$ cat src/rtl/neuron_mac_seq.sv
// Serial multiply-accumulate neuron: N_INPUTS (a, w) beats through one multiplier,
// plus bias, floor-round and saturate, then identity/ReLU/sigmoid activation.

module sigmoid #(
    parameter int WIDTH = 32,
    parameter int FRAC  = 16
) (
    input  logic [WIDTH-1:0] a,
    output logic [WIDTH-1:0] y
);
    // Piecewise-linear sigmoid: evaluated on |a|, mirrored as 1 - f(|a|) for negative inputs.
    localparam logic signed [WIDTH:0] ONE   = (WIDTH+1)'(1) << FRAC;
    localparam logic signed [WIDTH:0] HALF  = (WIDTH+1)'(1) << (FRAC-1);
    localparam logic signed [WIDTH:0] K5    = (WIDTH+1)'(5) << FRAC;
    localparam logic signed [WIDTH:0] K2375 = (WIDTH+1)'(19) << (FRAC-3);
    localparam logic signed [WIDTH:0] K0844 = (WIDTH+1)'(27) << (FRAC-5);
    localparam logic signed [WIDTH:0] K0625 = (WIDTH+1)'(5) << (FRAC-3);

    logic              neg;
    logic [WIDTH:0]    ax;
    logic [WIDTH:0]    f;
    logic [WIDTH:0]    r;

    always_comb begin
        neg = a[WIDTH-1];
        ax  = neg ? ((WIDTH+1)'(0) - {a[WIDTH-1], a}) : {1'b0, a};
        if (ax >= K5)
            f = ONE;
        else if (ax >= K2375)
            f = (ax >> 5) + K0844;
        else if (ax >= ONE)
            f = (ax >> 3) + K0625;
        else
            f = (ax >> 2) + HALF;
        r = neg ? (ONE - f) : f;
        y = r[WIDTH-1:0];
    end
endmodule

module neuron_mac_seq #(
    parameter int WIDTH    = 32,
    parameter int FRAC     = 16,
    parameter int N_INPUTS = 3,
    parameter int ACT_MODE = 0
) (
    input  logic             clk,
    input  logic             rst,
    input  logic             start,
    input  logic [WIDTH-1:0] b_in,
    input  logic             in_valid,
    output logic             in_ready,
    input  logic [WIDTH-1:0] a_in,
    input  logic [WIDTH-1:0] w_in,
    output logic             out_valid,
    input  logic             out_ready,
    output logic [WIDTH-1:0] y,
    output logic             busy
);
    localparam int ACC_W = 2*WIDTH + $clog2(N_INPUTS) + 1;
    localparam int CNT_W = (N_INPUTS > 1) ? $clog2(N_INPUTS) : 1;
    localparam logic [CNT_W-1:0] LAST = CNT_W'(N_INPUTS - 1);
    localparam logic signed [ACC_W-1:0] SMAX = {{(ACC_W-WIDTH+1){1'b0}}, {(WIDTH-1){1'b1}}};
    localparam logic signed [ACC_W-1:0] SMIN = {{(ACC_W-WIDTH+1){1'b1}}, {(WIDTH-1){1'b0}}};

    typedef enum logic [2:0] {IDLE, ACC, RND, ACT, DONE} state_t;

    state_t                   state;
    logic signed [ACC_W-1:0]  acc;
    logic [CNT_W-1:0]         cnt;
    logic [WIDTH-1:0]         pre;

    logic signed [2*WIDTH-1:0] prod;
    logic signed [ACC_W-1:0]   prod_ext;
    logic signed [ACC_W-1:0]   bias_ext;
    logic signed [ACC_W-1:0]   shifted;
    logic [WIDTH-1:0]          sat;
    logic [WIDTH-1:0]          sig_y;
    logic [WIDTH-1:0]          act_y;

    always_comb begin
        prod     = $signed(a_in) * $signed(w_in);
        prod_ext = {{(ACC_W-2*WIDTH){prod[2*WIDTH-1]}}, prod};
        bias_ext = {{(ACC_W-WIDTH){b_in[WIDTH-1]}}, b_in};
        shifted  = acc >>> FRAC;
        if (shifted > SMAX)
            sat = SMAX[WIDTH-1:0];
        else if (shifted < SMIN)
            sat = SMIN[WIDTH-1:0];
        else
            sat = shifted[WIDTH-1:0];
    end

    sigmoid #(.WIDTH(WIDTH), .FRAC(FRAC)) u_sigmoid (.a(pre), .y(sig_y));

    always_comb begin
        case (ACT_MODE)
            1:       act_y = pre[WIDTH-1] ? '0 : pre;
            2:       act_y = sig_y;
            default: act_y = pre;
        endcase
    end

    always_ff @(posedge clk) begin
        if (rst) begin
            state     <= IDLE;
            acc       <= '0;
            cnt       <= '0;
            pre       <= '0;
            y         <= '0;
            out_valid <= 1'b0;
            in_ready  <= 1'b0;
            busy      <= 1'b0;
        end else begin
            case (state)
                IDLE: begin
                    if (start) begin
                        acc      <= bias_ext <<< FRAC;
                        cnt      <= '0;
                        in_ready <= 1'b1;
                        busy     <= 1'b1;
                        state    <= ACC;
                    end
                end
                ACC: begin
                    if (in_valid) begin
                        acc <= acc + prod_ext;
                        cnt <= cnt + 1'b1;
                        if (cnt == LAST) begin
                            in_ready <= 1'b0;
                            state    <= RND;
                        end
                    end
                end
                RND: begin
                    pre   <= sat;
                    state <= ACT;
                end
                ACT: begin
                    y         <= act_y;
                    out_valid <= 1'b1;
                    state     <= DONE;
                end
                DONE: begin
                    if (out_ready) begin
                        out_valid <= 1'b0;
                        busy      <= 1'b0;
                        state     <= IDLE;
                    end
                end
                default: state <= IDLE;
            endcase
        end
    end
endmodule

$ cat config.mk
export PLATFORM = sky130hd
export DESIGN_NAME = neuron_mac_seq
export DESIGN_NICKNAME = d
export VERILOG_FILES = /design/src/rtl/neuron_mac_seq.sv
export SDC_FILE = /design/constraint.sdc
export NUM_CORES = 2
export LEC_CHECK = 0
export CAP_MARGIN = 20
export CORE_UTILIZATION = 45
export CTS_BUF_LIST = sky130_fd_sc_hd__clkbuf_16
export DETAILED_ROUTE_END_ITERATION = 10
export GPL_ROUTABILITY_DRIVEN = 0
export GPL_TIMING_DRIVEN = 0
export PLACE_DENSITY = 0.69
export SYNTH_ARGS = -nofsm -noshare
export SYNTH_HDL_FRONTEND = slang
export SYNTH_SLANG_ARGS = --single-unit
export TNS_END_PERCENT = 1
$ cat constraint.sdc
create_clock -name clk -period 12.5 [get_ports clk]
set_input_delay 3.75 -clock clk [delete_from_list [all_inputs] [get_ports clk]]
set_output_delay 3.75 -clock clk [all_outputs]
set_load 0.01 [all_outputs]
== After elaboration in Yosys (flattened, before gate mapping) ==
Cells that the tools add are included.

* $add $sub $neg: 2
* Multipliers: 1
* Divide/modulo/power cells: 0
* Order comparisons: 2
* Eq/ne operators: 9
* Shift operators: 0
* Muxes and demuxes: 20
* Bitwise logic cells: 0
* Reductions and logical operators: 9

{| class="wikitable"
|+ Operators with widths
! kind !! count
|-
| 67-bit two-way mux || 2
|-
| 67-bit one-hot mux with 2 select lines || 1
|-
| 67-bit by 64-bit adder with 67-bit output || 1
|-
| 32-bit by 32-bit multiplier with 64-bit output || 1
|-
| 32-bit two-way mux || 2
|-
| 51-bit by 32-bit > comparator with 1-bit output, second input constant || 1
|-
| 51-bit by 32-bit less-than comparator with 1-bit output, second input constant || 1
|-
| 3-bit one-hot mux with 5 select lines || 1
|-
| 3-bit two-way mux || 4
|-
| 2-bit inequality test, second input constant || 4
|-
| 4-bit AND reduction || 2
|-
| 3-bit by 2-bit equality test with 1-bit output, second input constant || 2
|-
| 1-bit one-hot mux with 2 select lines || 3
|-
| 3-bit AND reduction || 2
|-
| 2-bit nonzero test || 3
|-
| 1-bit two-way mux || 4
|-
| 2-bit two-way mux || 2
|-
| 2-bit one-hot mux with 2 select lines || 1
|-
| 3-bit by 1-bit equality test with 1-bit output, second input constant || 1
|-
| 3-bit equality test, second input constant || 1
|-
| 3-bit logical NOT || 1
|-
| 2-bit by 1-bit adder with 2-bit output, second input constant || 1
|-
| 2-bit equality test, second input constant || 1
|-
| 2-bit AND reduction || 1
|}

* Bits in registers: 139
* Latch bits: 0
* Memory bits (writable): 0
* ROM bits: 0
* Input bits: 101
* Output and inout port bits: 35
* Word-level logic and storage cells: 51
* Memories kept: 0

== Depth between registers and ports, before layout ==
* Word-level depth: 4
* Gate-level depth with buffers: 29
* Depth with buffers taken out: 27

== Worst setup path before layout ==
No wires, ideal clock.

* Path kind: input to register
* Start: in w_in[0]
* End: reg acc[51]
* Setup time: 0.079 ns
* Arrival time: 11.812 ns
* Setup slack: 0.609 ns
* Stages: 28
* Buffers on the path: 2
* Cell sequence: clkbuf_1 nand2_1 inv_1 fa_1 inv_1 fa_1 inv_1 fa_1 inv_1 fa_1 inv_1 fa_1 fa_1 fa_1 inv_1 fa_1 inv_1 ha_1 clkbuf_1 a21oi_1 o21ai_0 nor2b_1 nor3b_1 a22o_1 o21ba_1 or3_1 and3_1 a211oi_2

* Cells in the longest elaborated chain, start to end: 4

{| class="wikitable"
|+ Ends and longest elaborated chain
! what !! RTL line !! source
|-
| from (decl) || 53 || <nowiki>input logic [WIDTH-1:0] w_in,</nowiki>
|-
| 32-bit by 32-bit multiplier with 64-bit output || 81 || <nowiki>prod = $signed(a_in) * $signed(w_in);</nowiki>
|-
| 67-bit by 64-bit adder with 67-bit output || 126 || <nowiki>acc <= acc + prod_ext;</nowiki>
|-
| 67-bit two-way mux || 125 || <nowiki>if (in_valid) begin</nowiki>
|-
| 67-bit one-hot mux with 2 select lines || 114 || <nowiki>case (state)</nowiki>
|-
| to (signal assigned) || 117 || <nowiki>acc <= bias_ext <<< FRAC;</nowiki>
|-
| to (signal assigned) || 126 ||
|-
| to (decl) || 68 || <nowiki>logic signed [ACC_W-1:0] acc;</nowiki>
|}

No other way between the ends. The select of a mux whose other input is x is not followed.
A chain may end at the register's enable or synchronous reset.

== Final worst setup path ==
* Start: in w_in[27]
* End: reg acc[66]

Same word-level chain as after synthesis.

==> impl_results.md <==
- Outcome: complete, but fails checks
- Violated checks: negative setup slack
- Nets: 6,889
- CTS H-Tree Depth: 4
- Flop2flop setup slack: 4.38 ns
- Synth unique cells: 83
- Port Buffers: 134
- Synth async-reset ratio: 0%
- FILL cells: 9,681
- #FFs+latches synth: 139
- Pre-CTS setup slack: -0.7765 ns
- Arr. time, crit path: 12.95 ns
- Chip height: 325.0 um
- Vias per cell: 5.519
- Met3 Use GR: 7.513%
- GR peak layer: met2
- Num CTS Buffers: 17
- Fmax: 79.33 MHz
- N_diodes: 0
- Chip width: 325.0 um
- Sequential share of the synthesized area: 5.926%
- Post-Syn Instances: 5,161
- Reg2Reg Launch Point: acc[29]$_SDFFE_PP0P_
- Total GRT Usage: 30.16%
- Met2 Use GR: 48.75%
- Reg2reg path depth: 24
- Routed len/inst: 23.20 um
- Synth Flop Type: dfxtp_1
- Crit-path max FO: 10
- Clk_lat worst skew: 0.45 ns
- CP max-delay cell: clkdlybuf4s50_1
- Maximum number of pins on one net before global-route repair: 31
- Initial antenna violation count: 5
- CP Capture Point: acc[66]$_SDFFE_PP0P_
- Final setup fails: 2
- Core Rows: 118
- Global route overflow: 0
- Post-Route WL: 155.7 mm
- Clock Tree Buf Depth: 2
- TritonCTS clock tree: done
- Slew Limit Fails: 0
- Layout Skew: 0.01947 ns
- Most frequent cells in the layout: inv_1, fa_1, nand2_1, and2_1, clkbuf_1
- Max incr delay on CP: 0.84 ns
- Ys Warns: 0
- Post-synth EDFFs: 0
- Util after Layout: 49.15%
- Area Overhead vs Synth: 8.335%
- Clock sink count: 139
- Crit. End Element: register
- M1 GR Usage: 38.00%
- Reg-to-reg endpoint: acc[47]$_SDFFE_PP0P_
- # IOs: 136
- Core Region: 103,500 sq um
- Drt pass-1 iters: 8
- Crit. Startpoint: w_in[27]
- DP Wirelength: 137.3 mm
- # DRC: 0
- Share of cells above drive strength 1: 2.363%
- Die area: 105,600 sq um
- Mean Syn Cell Area: 9.099 sq um
- Slew Limit Headroom: 22.85%
- Violation count after the first detailed-route iteration: 3,841
- Crit start category: input port
- CTS Root Buffer Type: clkbuf_16
- Vias in the first global route: 38,368
- Hold Vio Cnt, Final: 0
- Hold/Removal Path Class: register to register
- CP dominant cell by count: fa_1
- RSZ-0062 raised after global routing: true
- Period Utilization, post-route: 100.8%
- WS Path Type: input port to register
- Setup ws final: -0.1061 ns
- Via count: 37,043
- Initial Util: 45.37%
- Worst EP required: 12.85 ns
- Period minus WS final: 12.61 ns
- Worst-margin pin slew: 1.157 ns
- Synthesized area: 46,960 sq um
- Clock transition at the registers of the reported paths: 0.08 ns
- ANT nets after route: 0
- Max Cap Viol: 0
- Syn Nets: 6,730
- Commonest non-fill, non-tap cell in the layout: inv_1
- First-pass GRT wire length: 237.2 mm
## worst min path at each step
stage | from | to | slack, ns | depth (start not counted)
after global placement | acc[3]$_SDFFE_PP0P_ | acc[3]$_SDFFE_PP0P_ | 0.44 | 2
after floorplan | act_y[31]$_SDFFE_PP0N_ | y[31]$_SDFFE_PP0P_ | 0.43 | 2
after detailed placement | y[1]$_SDFFE_PP0P_ | y[1]$_SDFFE_PP0P_ | 0.45 | 2
after global routing | y[21]$_SDFFE_PP0P_ | y[21]$_SDFFE_PP0P_ | 0.47 | 2
after CTS | y[1]$_SDFFE_PP0P_ | y[1]$_SDFFE_PP0P_ | 0.46 | 2
final | y[19]$_SDFFE_PP0P_ | y[19]$_SDFFE_PP0P_ | 0.46 | 2
## stage by stage
step	TNS, ns	hold slack (ns)	std cells	area [sq um]
6_report	-0.1884	0.4576	6712	50870
2_1_floorplan	0	0.4312	5161	46960
3_3_place_gp	-55.61	0.4408	6675	50030
3_5_place_dp	-8.397	0.4488	6681	50140
4_1_cts	0	0.4571	6712	50810
5_1_grt	-0.3851	0.4745	6712	50870
## state kept, by name, indices dropped and copies added, names as in the netlist
signal     cells
act_y         32
busy           1
state          3
in_ready       1
cnt            2
acc           67
y             32
out_valid      1
## final cells by class
type	instances	area [sq um]	area share, %
buffer	282	1136	2.233
clock buffer	17	425.4	0.8362
clock inverter	14	231.5	0.4550
inverter	1297	4871	9.575
multi-input combinational	3443	38240	75.18
sequential	139	2783	5.470
tap	1380	1727	3.394
timing repair buffer	140	1454	2.858
## critical path: cells and delay by family
family | cells | cell delay, ns
buf+inv | 6 | 2.20
fa+ha+maj | 9 | 4.41
simple gates | 2 | 0.46
compound gates | 8 | 2.13
## layer usage
metal	share of wire (%)	up-vias	wire, um
met2	47	2174	73260
met5	0.022	-	34
met4	6.0	6	9414
met1	36	19050	55690
li1	-	15342	-
met3	11	471	17330
## cells in the mapped netlist, types with 13 or more instances
cell	count	area (sq um)
inv_1	1296	4865
fa_1	1243	24880
nand2_1	704	2643
and2_1	467	2922
clkbuf_1	266	998.5
ha_1	225	2815
a21oi_1	192	960.9
dfxtp_1	139	2783
nor2_1	136	510.5
nor3_1	55	275.3
o21ai_0	37	185.2
xnor2_1	37	324.1
a21o_1	30	225.2
nand3_1	28	140.1
nand4_1	27	168.9
xor2_1	23	201.4
a221oi_1	17	148.9
and3_1	14	87.58
a311oi_1	13	113.9
## repair_timing
action / 4_1_cts / 5_1_grt
hold buffers: 0 / 0
resized for setup: 6 / 79
endpoints found under the setup margin: 6 / 25
buffers inserted: 0 / 0
pin swaps: 0 / 0
## logic make-up after synthesis
family	Yosys count	share of synthesized area, %
compound gates	421	5.905
mux	3	0.06661
xor+xnor	60	1.119
buf+inv	1579	12.69
simple gates	1491	15.31
flops	139	5.926
fa+ha+maj	1468	58.99
Power is not shown: default switching activity piles up to over one toggle a cycle in this logic, so the estimate is an artifact.
